**config.mk**
```make
export PLATFORM = sky130hd
export DESIGN_NAME = cmd_hold_stage
export DESIGN_NICKNAME = d
export VERILOG_FILES = /design/src/rtl/calc_hold_pkg.sv /design/src/rtl/cmd_hold_port.sv /design/src/rtl/cmd_hold_stage.sv
export SDC_FILE = /design/constraint.sdc
export NUM_CORES = 1
export LEC_CHECK = 0
export CORE_ASPECT_RATIO = 1.5
export CORE_MARGIN = 2
export CORE_UTILIZATION = 45
export DETAILED_ROUTE_END_ITERATION = 12
export PLACE_DENSITY = 0.72
export SETUP_SLACK_MARGIN = 0.05
export SLEW_MARGIN = 25
export SYNTH_ARGS = -nofsm -noshare
export SYNTH_HDL_FRONTEND = slang
export SYNTH_SLANG_ARGS = --single-unit
```
**constraint.sdc**
```tcl
create_clock -name c_clk -period 2.95 [get_ports c_clk]
set_clock_uncertainty 0.2 [all_clocks]
set_input_delay 0.59 -clock c_clk [delete_from_list [all_inputs] [get_ports c_clk]]
set_output_delay 0.59 -clock c_clk [all_outputs]
set_load 0.02 [all_outputs]
```
**src/rtl/calc_hold_pkg.sv**
```systemverilog
// Shared types and constants for the command hold stage.
//
// Contents:
//   NPORTS, DATA_W, CMD_W, ID_W  default geometry of the stage
//   CMD_NONE                     command value meaning "no request"
//   hold_state_t                 per-port FSM state
//   port_id_t                    requester id as granted by the priority stage
package calc_hold_pkg;

  localparam int NPORTS = 4;
  localparam int DATA_W = 32;
  localparam int CMD_W  = 4;
  localparam int ID_W   = 2;

  localparam logic [CMD_W-1:0] CMD_NONE = 4'b0;

  typedef enum logic [1:0] {
    IDLE  = 2'd0,
    CAP2  = 2'd1,
    ISSUE = 2'd2,
    WAIT  = 2'd3
  } hold_state_t;

  typedef logic [ID_W-1:0] port_id_t;

endpackage

```
**src/rtl/cmd_hold_port.sv**
```systemverilog
// One requester port of the command hold stage: captures a 2-beat request,
// emits a single-cycle command pulse toward the priority stage, then holds
// the port busy until the output stage reports the response delivered.
//
// Handshake: a nonzero cmd_in in IDLE is beat 0 (cmd + operand1); the very
// next cycle's data_in is operand2, taken unconditionally. There is no
// backpressure; a command arriving while not IDLE is dropped and flagged.
//
// Optional feature (macro CMD_HOLD_TIMEOUT_EN): a WAIT-state watchdog that
// forces the port back to IDLE after TIMEOUT cycles without resp_done and
// pulses timeout_err for one cycle.
//
// Ports:
//   c_clk, reset    clock, synchronous active-high reset
//   cmd_in          command from the requester (nonzero = beat 0)
//   data_in         operand1 on beat 0, operand2 on the next cycle
//   resp_done       response delivered pulse (honoured only in WAIT)
//   hold_prio_req   registered command pulse, nonzero only in ISSUE
//   op1, op2        latched operands
//   state           current FSM state (also used for port_busy)
//   proto_err       sticky: command arrived while not IDLE
//   timeout_err     watchdog pulse (only with CMD_HOLD_TIMEOUT_EN)
module cmd_hold_port
  import calc_hold_pkg::*;
#(
  parameter int DATA_W  = calc_hold_pkg::DATA_W,
  parameter int CMD_W   = calc_hold_pkg::CMD_W
`ifdef CMD_HOLD_TIMEOUT_EN
  , parameter int TIMEOUT = 255
`endif
) (
  input  logic              c_clk,
  input  logic              reset,
  input  logic [CMD_W-1:0]  cmd_in,
  input  logic [DATA_W-1:0] data_in,
  input  logic              resp_done,
  output logic [CMD_W-1:0]  hold_prio_req,
  output logic [DATA_W-1:0] op1,
  output logic [DATA_W-1:0] op2,
  output hold_state_t       state,
  output logic              proto_err
`ifdef CMD_HOLD_TIMEOUT_EN
  , output logic            timeout_err
`endif
);

  localparam logic [CMD_W-1:0] NO_CMD = CMD_W'(CMD_NONE);

  logic [CMD_W-1:0] cmd_q;
  logic             cmd_valid;

  assign cmd_valid = (cmd_in != NO_CMD);

`ifdef CMD_HOLD_TIMEOUT_EN
  // Counts cycles already spent in WAIT; the cycle where it equals
  // TIMEOUT-1 is the TIMEOUT-th WAIT cycle, so the forced exit lands the
  // port in IDLE (and timeout_err high) TIMEOUT cycles after WAIT entry.
  logic [7:0] wait_cnt;
`endif

  always_ff @(posedge c_clk) begin
    if (reset) begin
      state         <= IDLE;
      cmd_q         <= NO_CMD;
      op1           <= '0;
      op2           <= '0;
      hold_prio_req <= '0;
      proto_err     <= 1'b0;
`ifdef CMD_HOLD_TIMEOUT_EN
      wait_cnt      <= '0;
      timeout_err   <= 1'b0;
`endif
    end else begin
      hold_prio_req <= '0;
`ifdef CMD_HOLD_TIMEOUT_EN
      timeout_err   <= 1'b0;
`endif

      // Any command outside IDLE is dropped; remember that it happened.
      if (cmd_valid && (state != IDLE)) begin
        proto_err <= 1'b1;
      end

      case (state)
        IDLE: begin
          if (cmd_valid) begin
            cmd_q <= cmd_in;
            op1   <= data_in;
            state <= CAP2;
          end
        end
        CAP2: begin
          // Second beat is operand2 regardless of cmd_in this cycle.
          op2           <= data_in;
          hold_prio_req <= cmd_q;
          state         <= ISSUE;
        end
        ISSUE: begin
          state <= WAIT;
`ifdef CMD_HOLD_TIMEOUT_EN
          wait_cnt <= '0;
`endif
        end
        WAIT: begin
          if (resp_done) begin
            cmd_q <= NO_CMD;
            state <= IDLE;
          end
`ifdef CMD_HOLD_TIMEOUT_EN
          else if (wait_cnt == 8'(TIMEOUT - 1)) begin
            cmd_q       <= NO_CMD;
            state       <= IDLE;
            timeout_err <= 1'b1;
          end else begin
            wait_cnt <= wait_cnt + 8'd1;
          end
`endif
        end
        default: state <= IDLE;
      endcase
    end
  end

endmodule

```
**src/rtl/cmd_hold_stage.sv**
```systemverilog
// Input capture stage in front of the priority stage. Each of NPORTS
// requester ports is handled by an independent cmd_hold_port; this level
// only slices the packed buses and muxes operands for the two ALUs by the
// ids the priority stage has granted.
//
// Optional feature: define CMD_HOLD_TIMEOUT_EN to add the WAIT watchdog
// (TIMEOUT parameter and timeout_err output).
//
// Ports:
//   c_clk, reset      clock, synchronous active-high reset
//   req_cmd_in        per-port command slices (nonzero = beat 0)
//   req_data_in       per-port operand slices
//   resp_done         per-port response-delivered pulse
//   alu1_sel_id       granted id for ALU1
//   alu2_sel_id       granted id for ALU2
//   hold_prio_req     per-port one-cycle command pulse slices
//   alu1_data1/2      operands of port alu1_sel_id
//   alu2_data1/2      operands of port alu2_sel_id
//   port_busy         port not IDLE
//   proto_err         sticky protocol error per port
//   timeout_err       watchdog pulse per port (only with CMD_HOLD_TIMEOUT_EN)
module cmd_hold_stage
  import calc_hold_pkg::*;
#(
  parameter int NPORTS  = calc_hold_pkg::NPORTS,
  parameter int DATA_W  = calc_hold_pkg::DATA_W,
  parameter int CMD_W   = calc_hold_pkg::CMD_W
`ifdef CMD_HOLD_TIMEOUT_EN
  , parameter int TIMEOUT = 255
`endif
) (
  input  logic                     c_clk,
  input  logic                     reset,
  input  logic [NPORTS*CMD_W-1:0]  req_cmd_in,
  input  logic [NPORTS*DATA_W-1:0] req_data_in,
  input  logic [NPORTS-1:0]        resp_done,
  input  port_id_t                 alu1_sel_id,
  input  port_id_t                 alu2_sel_id,
  output logic [NPORTS*CMD_W-1:0]  hold_prio_req,
  output logic [DATA_W-1:0]        alu1_data1,
  output logic [DATA_W-1:0]        alu1_data2,
  output logic [DATA_W-1:0]        alu2_data1,
  output logic [DATA_W-1:0]        alu2_data2,
  output logic [NPORTS-1:0]        port_busy,
  output logic [NPORTS-1:0]        proto_err
`ifdef CMD_HOLD_TIMEOUT_EN
  , output logic [NPORTS-1:0]      timeout_err
`endif
);

  logic [DATA_W-1:0] op1_all   [NPORTS];
  logic [DATA_W-1:0] op2_all   [NPORTS];
  hold_state_t       state_all [NPORTS];

  for (genvar p = 0; p < NPORTS; p++) begin : g_port
    cmd_hold_port #(
      .DATA_W (DATA_W),
      .CMD_W  (CMD_W)
`ifdef CMD_HOLD_TIMEOUT_EN
      , .TIMEOUT(TIMEOUT)
`endif
    ) u_port (
      .c_clk         (c_clk),
      .reset         (reset),
      .cmd_in        (req_cmd_in[p*CMD_W +: CMD_W]),
      .data_in       (req_data_in[p*DATA_W +: DATA_W]),
      .resp_done     (resp_done[p]),
      .hold_prio_req (hold_prio_req[p*CMD_W +: CMD_W]),
      .op1           (op1_all[p]),
      .op2           (op2_all[p]),
      .state         (state_all[p]),
      .proto_err     (proto_err[p])
`ifdef CMD_HOLD_TIMEOUT_EN
      , .timeout_err (timeout_err[p])
`endif
    );

    assign port_busy[p] = (state_all[p] != IDLE);
  end

  // Plain combinational muxes; both ALUs may pick the same port.
  assign alu1_data1 = op1_all[alu1_sel_id];
  assign alu1_data2 = op2_all[alu1_sel_id];
  assign alu2_data1 = op1_all[alu2_sel_id];
  assign alu2_data2 = op2_all[alu2_sel_id];

endmodule

```
==> results of run 1 <==
-- timing repair --
action                     CTS  global route
setup endpoints to repair   31            42
gates resized for setup     31            37
hold buffers                 0             0
gates cloned                 0             1
-- registers in the layout, summed over array words and instances, names as in the netlist --
| name | count |
|---|---|
| g_port.u_port.op1 | 128 |
| g_port.u_port.proto_err | 4 |
| g_port.u_port.op2 | 128 |
| g_port.u_port.cmd_q | 16 |
| g_port.u_port.state | 8 |
| g_port.u_port.hold_prio_req | 16 |
-- how the worst max path moves through the flow --
stage | to | start
final | alu1_data1[15] | alu1_sel_id[1]
after global routing | alu1_data1[15] | alu1_sel_id[1]
after CTS | alu1_data2[7] | alu1_sel_id[1]
after detailed placement | alu1_data1[10] | alu1_sel_id[1]
after global placement | alu2_data2[14] | alu2_sel_id[1]
after floorplan | alu1_data2[21] | alu1_sel_id[0]
-- metal layers --
layer  routed length, µm  vias up  global-route usage, %
li1                    -     5254                      -
met4                2580        2                   16.2
met3                2910      132                   3.90
met1               16700     5681                   30.9
met5                  17        -                      0
met2               23200      531                   48.0
-- report_power, final --
group          internal (mW)  switching, mW  leakage [nW]
registers               5.18          0.874          2.47
logic                   3.45           4.12          4.90
clock network           2.12           1.60         0.460
-- worst max-delay path: stages --
cell	delay [ns]
buf_4	0.17
buf_12	0.20
mux4_2	0.51
clkdlybuf4s50_1	0.62
-- stage by stage --
step	instances	util [%]	hold WS (ns)	cell area, µm²
floorplan	1337	-	0.230	14100
finish	2053	60.6	0.161	18700
global placement	1990	57.2	0.236	17700
CTS	2042	60.1	0.136	18600
global route	2050	60.5	0.159	18700
detailed placement	1990	57.2	0.239	17700
-- final cells by class --
cell class,count,area (µm²)
Antenna cell,10,25.0
Clock buffer,45,876
Clock inverter,7,65.1
Fill cell,2595,12200
Inverter,13,48.8
Multi-Input combinational cell,916,7430
Sequential cell,300,6010
Tap cell,405,507
Timing Repair Buffer,357,3780
-- cells in the final DEF, fill, tap and decap left out, drive strengths merged --
cell type | netlist | layout
dfxtp | 300 | 300
nand2 | 290 | 290
clkdlybuf4s50 | 0 | 235
mux2i | 148 | 148
nor2 | 140 | 140
a21oi | 132 | 132
mux4 | 128 | 128
buf | 70 | 55
clkbuf | 38 | 47
dlymetal6s2s | 0 | 34
dlygate4sd2 | 0 | 31
ha | 20 | 20
and2 | 16 | 16
inv | 13 | 13
diode | 0 | 10
nor2b | 8 | 8
nand2b | 6 | 6
o41a | 4 | 4
o41ai | 4 | 4
nor4 | 4 | 4
a211o | 4 | 4
a2111o | 4 | 4
o211a | 4 | 4
clkinv | 0 | 4
o21ba | 2 | 2
o21a | 2 | 2
clkinvlp | 0 | 2
bufinv | 0 | 1
-- cell families after synthesis --
kind of cell / Yosys count / share of synthesized area (%)
muxes: 276 / 31.0
AOI/OAI and AO/OA: 156 / 6.94
buffers and inverters: 121 / 4.58
and+or+nand+nor: 464 / 13.0
DFF: 300 / 42.7
adders and majority gates: 20 / 1.78
==> reports/metrics.cfg, run 1 <==
[status]
outcome = completed

[yosys]
synth_edf_count = 0
ys_types = 24
syn_inst = 1337
ys_top_cells_by_count = dfxtp_1 (300), nand2_1 (290), mux2i_1 (148), nor2_1 (140), a21oi_1 (132)
yosys-top-cells-area = dfxtp_1 (43%), mux4_2 (20%), mux2i_1 (11%)
yosys_warnings = 0
synth_flop_cell = dfxtp_1
syn_area_per_cell_um2 = 10.5
synth_fp_nets = 1511
ys_ff_latch = 300
postSynth.asyncResetShare_pct = 0
seq_area_frac_synth_pct = 42.7
yosysMostFrequentCell = dfxtp_1
netlist_area_um2 = 14100
yosysTopAreaCellShare_pct = 42.7
synth_top_area_cell = dfxtp_1

[global_route]
antenna_found_initial = 9
gr-total-overflow = 0
grtUsageTotal_pct = 27.0
grt_pass1_wl_um = 67200
grt_pass1_vias = 11700
grt_max_degree = 131

[timing]
slew_viol_final = 0
rsz0062_at_grt = yes
period_share_pct = 98.2
finalHoldViolCount = 0
fin_tns_setup_ns = 0
timing.fmax_ghz = 0.345
min_period_ns = 2.90
setup-violations-final = 0
worst_pin_slew_ns = 0.795
relSlewSlack_pct = 47.0
fin_ws_ns = 0.0529

[worst_hold_path]
min_to = g_port[3].u_port.op1[0]$_SDFFE_PP0P_
hold_start = reset
holdPathStages = 2
min_path_type = input pin to flip-flop

[routing]
drt.antenna.violating_nets = 0
drc_errors = 0
first_pass_iters = 5
finalWirelength_um = 45400
viasPerCell = 5.65
dr_total_vias = 11600
drt-initial-drc-count = 655
post_drt_wl_per_cell_um = 22.1

[clocking]
clk_path_buf_depth = 3
post_cts_buffers = 0
clock_latency_ns = 0.55
htreeDepth = 1
cts_sinks = 300
root_buffer = clkbuf_16
numCtsBuffers = 29
cts_tree = yes
clkTransAtPathRegs_ns = 0.06

[floorplan]
die-area_um2 = 32700
num_io_pins = 306
die_width_um = 148
num_rows = 79
core_area_um2 = 30900
initial_core_util_pct = 45.5
dieHeight_um = 221

[worst_setup_path]
r2r_start = g_port[1].u_port.state[0]$_SDFFE_PP0P_
crit_type = input pin to output port
worstSetupEndpointType = output port
rr_endpoint = g_port[1].u_port.op1[20]$_SDFFE_PP0P_
start_kind = input pin
rrSetupSlack_ns = 0.87
cp_data_arrival_time_ns = 2.11
crit_required_ns = 2.16
reg2regPathDepth = 6
worstPathMaxFanout = 14

[power]
power_density_nw_per_um2 = 925
leakagePower_nw = 7.83
power_mw = 17.3
ir_drop_mv = 0.612

[layout]
layout.nets = 1791
area_growth_pct = 33.2
layout-drive-gt1-share_pct = 15.2

[place]
pre_cts_slack_ns = 0.0100
gp_congestion = 0.856
place_hpwl_um = 30600
portBuffers = 305

[flow_run]
drv_cap = 0

No activity file was read; power rests on OpenSTA's default activity.
==> run 2, diff against run 1 <==
PLACE_DENSITY = 0.74   (was 0.72)
==> reports/metrics.cfg, run 2 (synthesis results as in run 1) <==
[clocking]
root_buffer = clkbuf_16
htreeDepth = 1  ; unchanged
cts_tree = yes
clk_path_buf_depth = 3  ; unchanged
clock_latency_ns = 0.55  ; about the same
clkTransAtPathRegs_ns = 0.06  ; about the same
numCtsBuffers = 30  ; +3.4%
cts_hold_buf = 0  ; unchanged
cts_sinks = 300  ; unchanged

[worst_setup_path]
path_delay_family = buffers and inverters
worstSetupEndpointType = output port
r2r_start = g_port[2].u_port.state[0]$_SDFFE_PP0P_
worst-path-buf-inv = 3  ; unchanged
start_kind = input pin
crit_path_top_delay_cell = clkdlybuf4s50_1
cp_data_arrival_time_ns = 2.13  ; +0.02 ns
crit_type = input pin to output port
worstPathMaxFanout = 23  ; +9
crit_required_ns = 2.16  ; about the same
cp_cell_sequence = buf_4, buf_12, mux4_2, clkdlybuf4s50_1
slowest_delay_ns = 0.55  ; -0.07 ns
timing.critical_path.from = alu2_sel_id[1]

[layout]
area_growth_pct = 34.7
multi_input_area_um2 = 7430  ; unchanged
layout_common_cells = dfxtp_1 (300), nand2_1 (290), clkdlybuf4s50_1 (236), mux2i_1 (148), nor2_1 (140)
layout.nets = 1785  ; -0.34%
layout-drive-gt1-share_pct = 15.3  ; +0.11 points
seq_area_um2 = 6010  ; unchanged
final_common_cell = dfxtp_1
fill_cells = 2533  ; -2.4%
largestRegisters = g_port.u_port.op1: 128 flops, g_port.u_port.op2: 128 flops

[timing]
slew_viol_final = 0  ; unchanged
worst_pin_slew_ns = 0.776  ; -0.0185 ns
setup-violations-final = 0  ; unchanged
timing.fmax_ghz = 0.343  ; -0.63%
relSlewSlack_pct = 48.2  ; +1.2 points
whs_ns = 0.252  ; +0.0908 ns
rsz0062_at_grt = yes
period_share_pct = 98.8  ; +0.62 points
finalHoldViolCount = 0  ; unchanged
min_period_ns = 2.92  ; +0.0184 ns
fin_ws_ns = 0.0344  ; -0.0184 ns

[global_route]
antenna_found_initial = 11  ; +2
grt_max_degree = 103  ; -21%
grtUsageTotal_pct = 26.7  ; -0.31 points
grt_pass1_vias = 12000  ; +2.5%
gr-total-overflow = 0  ; unchanged
grt_pass1_wl_um = 66700  ; -0.72%

[place]
pre_cts_slack_ns = -0.00258  ; -0.0126 ns
portBuffers = 305  ; unchanged
gp_congestion = 0.916  ; +7.0%
place_hpwl_um = 30700  ; +0.20%

[power]
ir_drop_mv = 0.570  ; -6.8%
leakagePower_nw = 8.16  ; +4.3%
power_mw = 18.0  ; +3.5%
power_density_nw_per_um2 = 947  ; +2.4%

[worst_hold_path]
min_path_type = flip-flop to flip-flop
hold_start = g_port[0].u_port.cmd_q[0]$_SDFFE_PP0P_

[routing]
finalWirelength_um = 44900  ; -1.1%
drt-initial-drc-count = 859  ; +31%
post_drt_wl_per_cell_um = 21.9  ; -0.95%
drt.antenna.violating_nets = 0  ; unchanged
drc_errors = 0  ; unchanged
dr_total_vias = 11600  ; -0.23%
first_pass_iters = 5  ; unchanged
viasPerCell = 5.65  ; about the same

[floorplan]
die-area_um2 = 32700  ; unchanged
initial_core_util_pct = 45.5  ; unchanged
num_io_pins = 306  ; unchanged
dieHeight_um = 221  ; unchanged
die_width_um = 148  ; unchanged
num_rows = 79  ; unchanged
core_area_um2 = 30900  ; unchanged

[status]
outcome = completed

[flow_run]
drv_cap = 0  ; unchanged

run 2: cell types whose count changed in the layout (fill, tap and decap cells not counted), sizes merged:
cell	before	now
buf	55	48
inv	13	14
clkinvlp	2	3
dlygate4sd2	31	6
dlymetal6s2s	34	58
clkdlybuf4s50	235	236
diode	10	11
clkbuf	47	42
bufinv	1	6
run 2: layout make-up:
type / count / share of cell area, %
Timing Repair Buffer: 350 / 20.1
Sequential cell: 300 / 31.7
Multi-Input combinational cell: 916 / 39.2
Antenna cell: 11 / 0.145
Clock inverter: 14 / 1.23
Clock buffer: 40 / 4.69
Tap cell: 405 / 2.67
Inverter: 13 / 0.257
run 2: worst paths after layout:
path / to / slack (ns) / cells past startpoint
min reg2reg: g_port[0].u_port.cmd_q[0]$_SDFFE_PP0P_ / 0.25 / 2
min: g_port[0].u_port.cmd_q[0]$_SDFFE_PP0P_ / 0.25 / 2
max reg2reg: g_port[2].u_port.op1[12]$_SDFFE_PP0P_ / 0.83 / 6
max: alu2_data1[29] / 0.03 / 4
run 2: metal layers:
| layer | GRT usage (%) | wire, µm |
|---|---|---|
| met3 | 3.79 | 3020 |
| met5 | 0 | 0 |
| met1 | 29.7 | 15900 |
| met4 | 18.6 | 2980 |
| met2 | 47.1 | 23000 |
run 2: worst min-delay path: stages (launching register included):
cell and delay (ns):
dfxtp_1 0.30, nand2_1 0.05, mux2i_1 0.05
run 2: report_power, final:
| group | internal [mW] | switching [mW] |
|---|---|---|
| clock | 2.63 | 1.65 |
| sequential | 5.18 | 0.894 |
| combinational | 3.52 | 4.07 |
run 2: per-stage QoR:
step	instance area [µm²]	setup TNS (ns)	util, %	cells
after floorplan	14100	0	-	1337
after global placement	17600	0	56.9	1983
after detailed placement	17600	-0.00258	56.9	1983
after CTS	18700	0	60.6	2037
after global routing	19000	-0.00283	61.3	2049
final	19000	0	61.3	2049
run 2: timing repair:
item                       CTS  global route
gates cloned                 0             1
resized for setup            9            61
setup buffers                0             0
setup endpoints to repair   42            81
==> run 3, diff against run 2 <==
CORE_MARGIN = 4   (was 2)
==> reports/metrics.cfg, run 3 (synthesis results as in run 1) <==
[status]
outcome = completed

[routing]
first_pass_iters = 5  ; unchanged
finalWirelength_um = 45400  ; +1.1%
drt-initial-drc-count = 612  ; -29%
drt.antenna.violating_nets = 0  ; unchanged
viasPerCell = 5.60  ; -0.85%
post_drt_wl_per_cell_um = 22.2  ; +1.2%
dr_total_vias = 11500  ; -0.90%
drc_errors = 0  ; unchanged

[clocking]
numCtsBuffers = 30  ; unchanged
clk_path_buf_depth = 3  ; unchanged
clock_latency_ns = 0.56  ; about the same
htreeDepth = 1  ; unchanged
clkTransAtPathRegs_ns = 0.06  ; about the same
cts_hold_buf = 0  ; unchanged
cts_sinks = 300  ; unchanged
root_buffer = clkbuf_16
cts_tree = yes

[worst_setup_path]
rr_endpoint = g_port[0].u_port.hold_prio_req[2]$_SDFF_PP0_
rrSetupSlack_ns = 0.90  ; +0.07 ns
worstPathMaxFanout = 29  ; +26%
reg2regPathDepth = 5  ; -1
worstSetupEndpointType = output port
crit_type = input pin to output port
start_kind = input pin
crit_required_ns = 2.16  ; about the same
r2r_start = g_port[0].u_port.state[1]$_SDFFE_PP0P_
cp_data_arrival_time_ns = 2.12  ; about the same

[layout]
final_common_cell = dfxtp_1
layout.nets = 1785  ; unchanged
layout-drive-gt1-share_pct = 14.9  ; -0.38 points
fill_cells = 2519  ; -0.55%
largestRegisters = g_port.u_port.op1: 128 flops, g_port.u_port.op2: 128 flops
seq_area_um2 = 6010  ; unchanged
multi_input_area_um2 = 7430  ; unchanged
layout_common_cells = dfxtp_1 (300), nand2_1 (290), clkdlybuf4s50_1 (240), mux2i_1 (148), nor2_1 (140)
stdcell_area_um2 = 18800  ; -1.0%
finalNonFillerCells = 2048  ; -0.049%
area_growth_pct = 33.4

[floorplan]
num_io_pins = 306  ; unchanged
core_area_um2 = 30900  ; unchanged
die_width_um = 152  ; +2.7%
die-area_um2 = 34200  ; +4.6%
initial_core_util_pct = 45.5  ; unchanged
dieHeight_um = 225  ; +1.8%
num_rows = 79  ; unchanged

[flow_run]
drv_cap = 0  ; unchanged

[timing]
min_period_ns = 2.91  ; -0.00815 ns
relSlewSlack_pct = 49.0  ; +0.79 points
timing.fmax_ghz = 0.344  ; +0.28%
fin_tns_setup_ns = 0  ; unchanged
rsz0062_at_grt = yes
slew_viol_final = 0  ; unchanged
period_share_pct = 98.6  ; -0.28 points
finalHoldViolCount = 0  ; unchanged
worst_pin_slew_ns = 0.765  ; -0.0118 ns
setup-violations-final = 0  ; unchanged

[global_route]
grtUsageTotal_pct = 25.6  ; -1.1 points
grt_max_degree = 118  ; +15%
grt_pass1_wl_um = 68400  ; +2.6%
antenna_found_initial = 9  ; -2
gr-total-overflow = 0  ; unchanged
grt_pass1_vias = 11900  ; -0.52%

[worst_hold_path]
hold_start = g_port[1].u_port.cmd_q[2]$_SDFFE_PP0P_
min_path_type = flip-flop to flip-flop
holdPathStages = 1  ; -1
min_to = g_port[1].u_port.hold_prio_req[2]$_SDFF_PP0_

[place]
portBuffers = 305  ; unchanged
gp_congestion = 0.888  ; -3.1%
place_hpwl_um = 31300  ; +2.0%
dp.cells = 1984  ; +0.050%
dpl-instance-area_um2 = 17600  ; about the same

[power]
power_mw = 17.5  ; -2.6%
ir_drop_mv = 0.612  ; +7.3%
leakagePower_nw = 7.99  ; -2.1%
power_density_nw_per_um2 = 932  ; -1.6%

-- run 3: routing by layer --
layer / part of all wire (%) / global-route usage, %
met1: 34 / 27.9
met2: 52 / 46.9
met3: 7.1 / 4.33
met4: 6.2 / 14.8
met5: 0.075 / 0
-- run 3: layout make-up --
type	count	area share, %
clock inverter	10	0.607
sequential	300	32.0
antenna	9	0.120
inverter	13	0.260
clock buffer	45	4.73
tap	405	2.70
multi-input combinational	916	39.6
timing repair buffer	350	20.0
-- run 3: worst max path at each step --
| stage | end | depth (start not counted) | slack [ns] | startpoint |
|---|---|---|---|---|
| after detailed placement | alu2_data1[25] | 4 | 0.02 | alu2_sel_id[1] |
| final | alu1_data2[11] | 4 | 0.04 | alu1_sel_id[1] |
| after global routing | alu1_data2[11] | 4 | 0.003 | alu1_sel_id[1] |
| after CTS | alu1_data2[11] | 4 | 0.04 | alu1_sel_id[1] |
| after global placement | alu1_data2[11] | 4 | 0.03 | alu1_sel_id[1] |
| after floorplan | alu1_data2[21] | 3 | 0.47 | alu1_sel_id[0] |
-- run 3: repair_timing --
item                                    CTS  global route
endpoints found under the setup margin   13            68
resized for setup                        10            53
setup buffers                             0             0
-- run 3: report_power, final --
part | switching, mW | leakage (nW) | internal [mW]
logic | 4.08 | 5.04 | 3.49
clock network | 1.62 | 0.480 | 2.25
registers | 0.865 | 2.47 | 5.18
-- run 3: worst max-delay path: stages --
cell and delay (ns):
buf_4 0.15, buf_16 0.23, mux4_2 0.55, clkdlybuf4s50_1 0.55
-- run 3: stage by stage --
step	hold slack, ns	utilization, %	worst slack (ns)
3_3_place_gp	0.239	56.9	0.0267
5_1_grt	0.269	60.6	0.00340
2_1_floorplan	0.230	-	0.471
3_5_place_dp	0.243	56.9	0.0184
6_report	0.255	60.7	0.0426
4_1_cts	0.257	60.2	0.0410
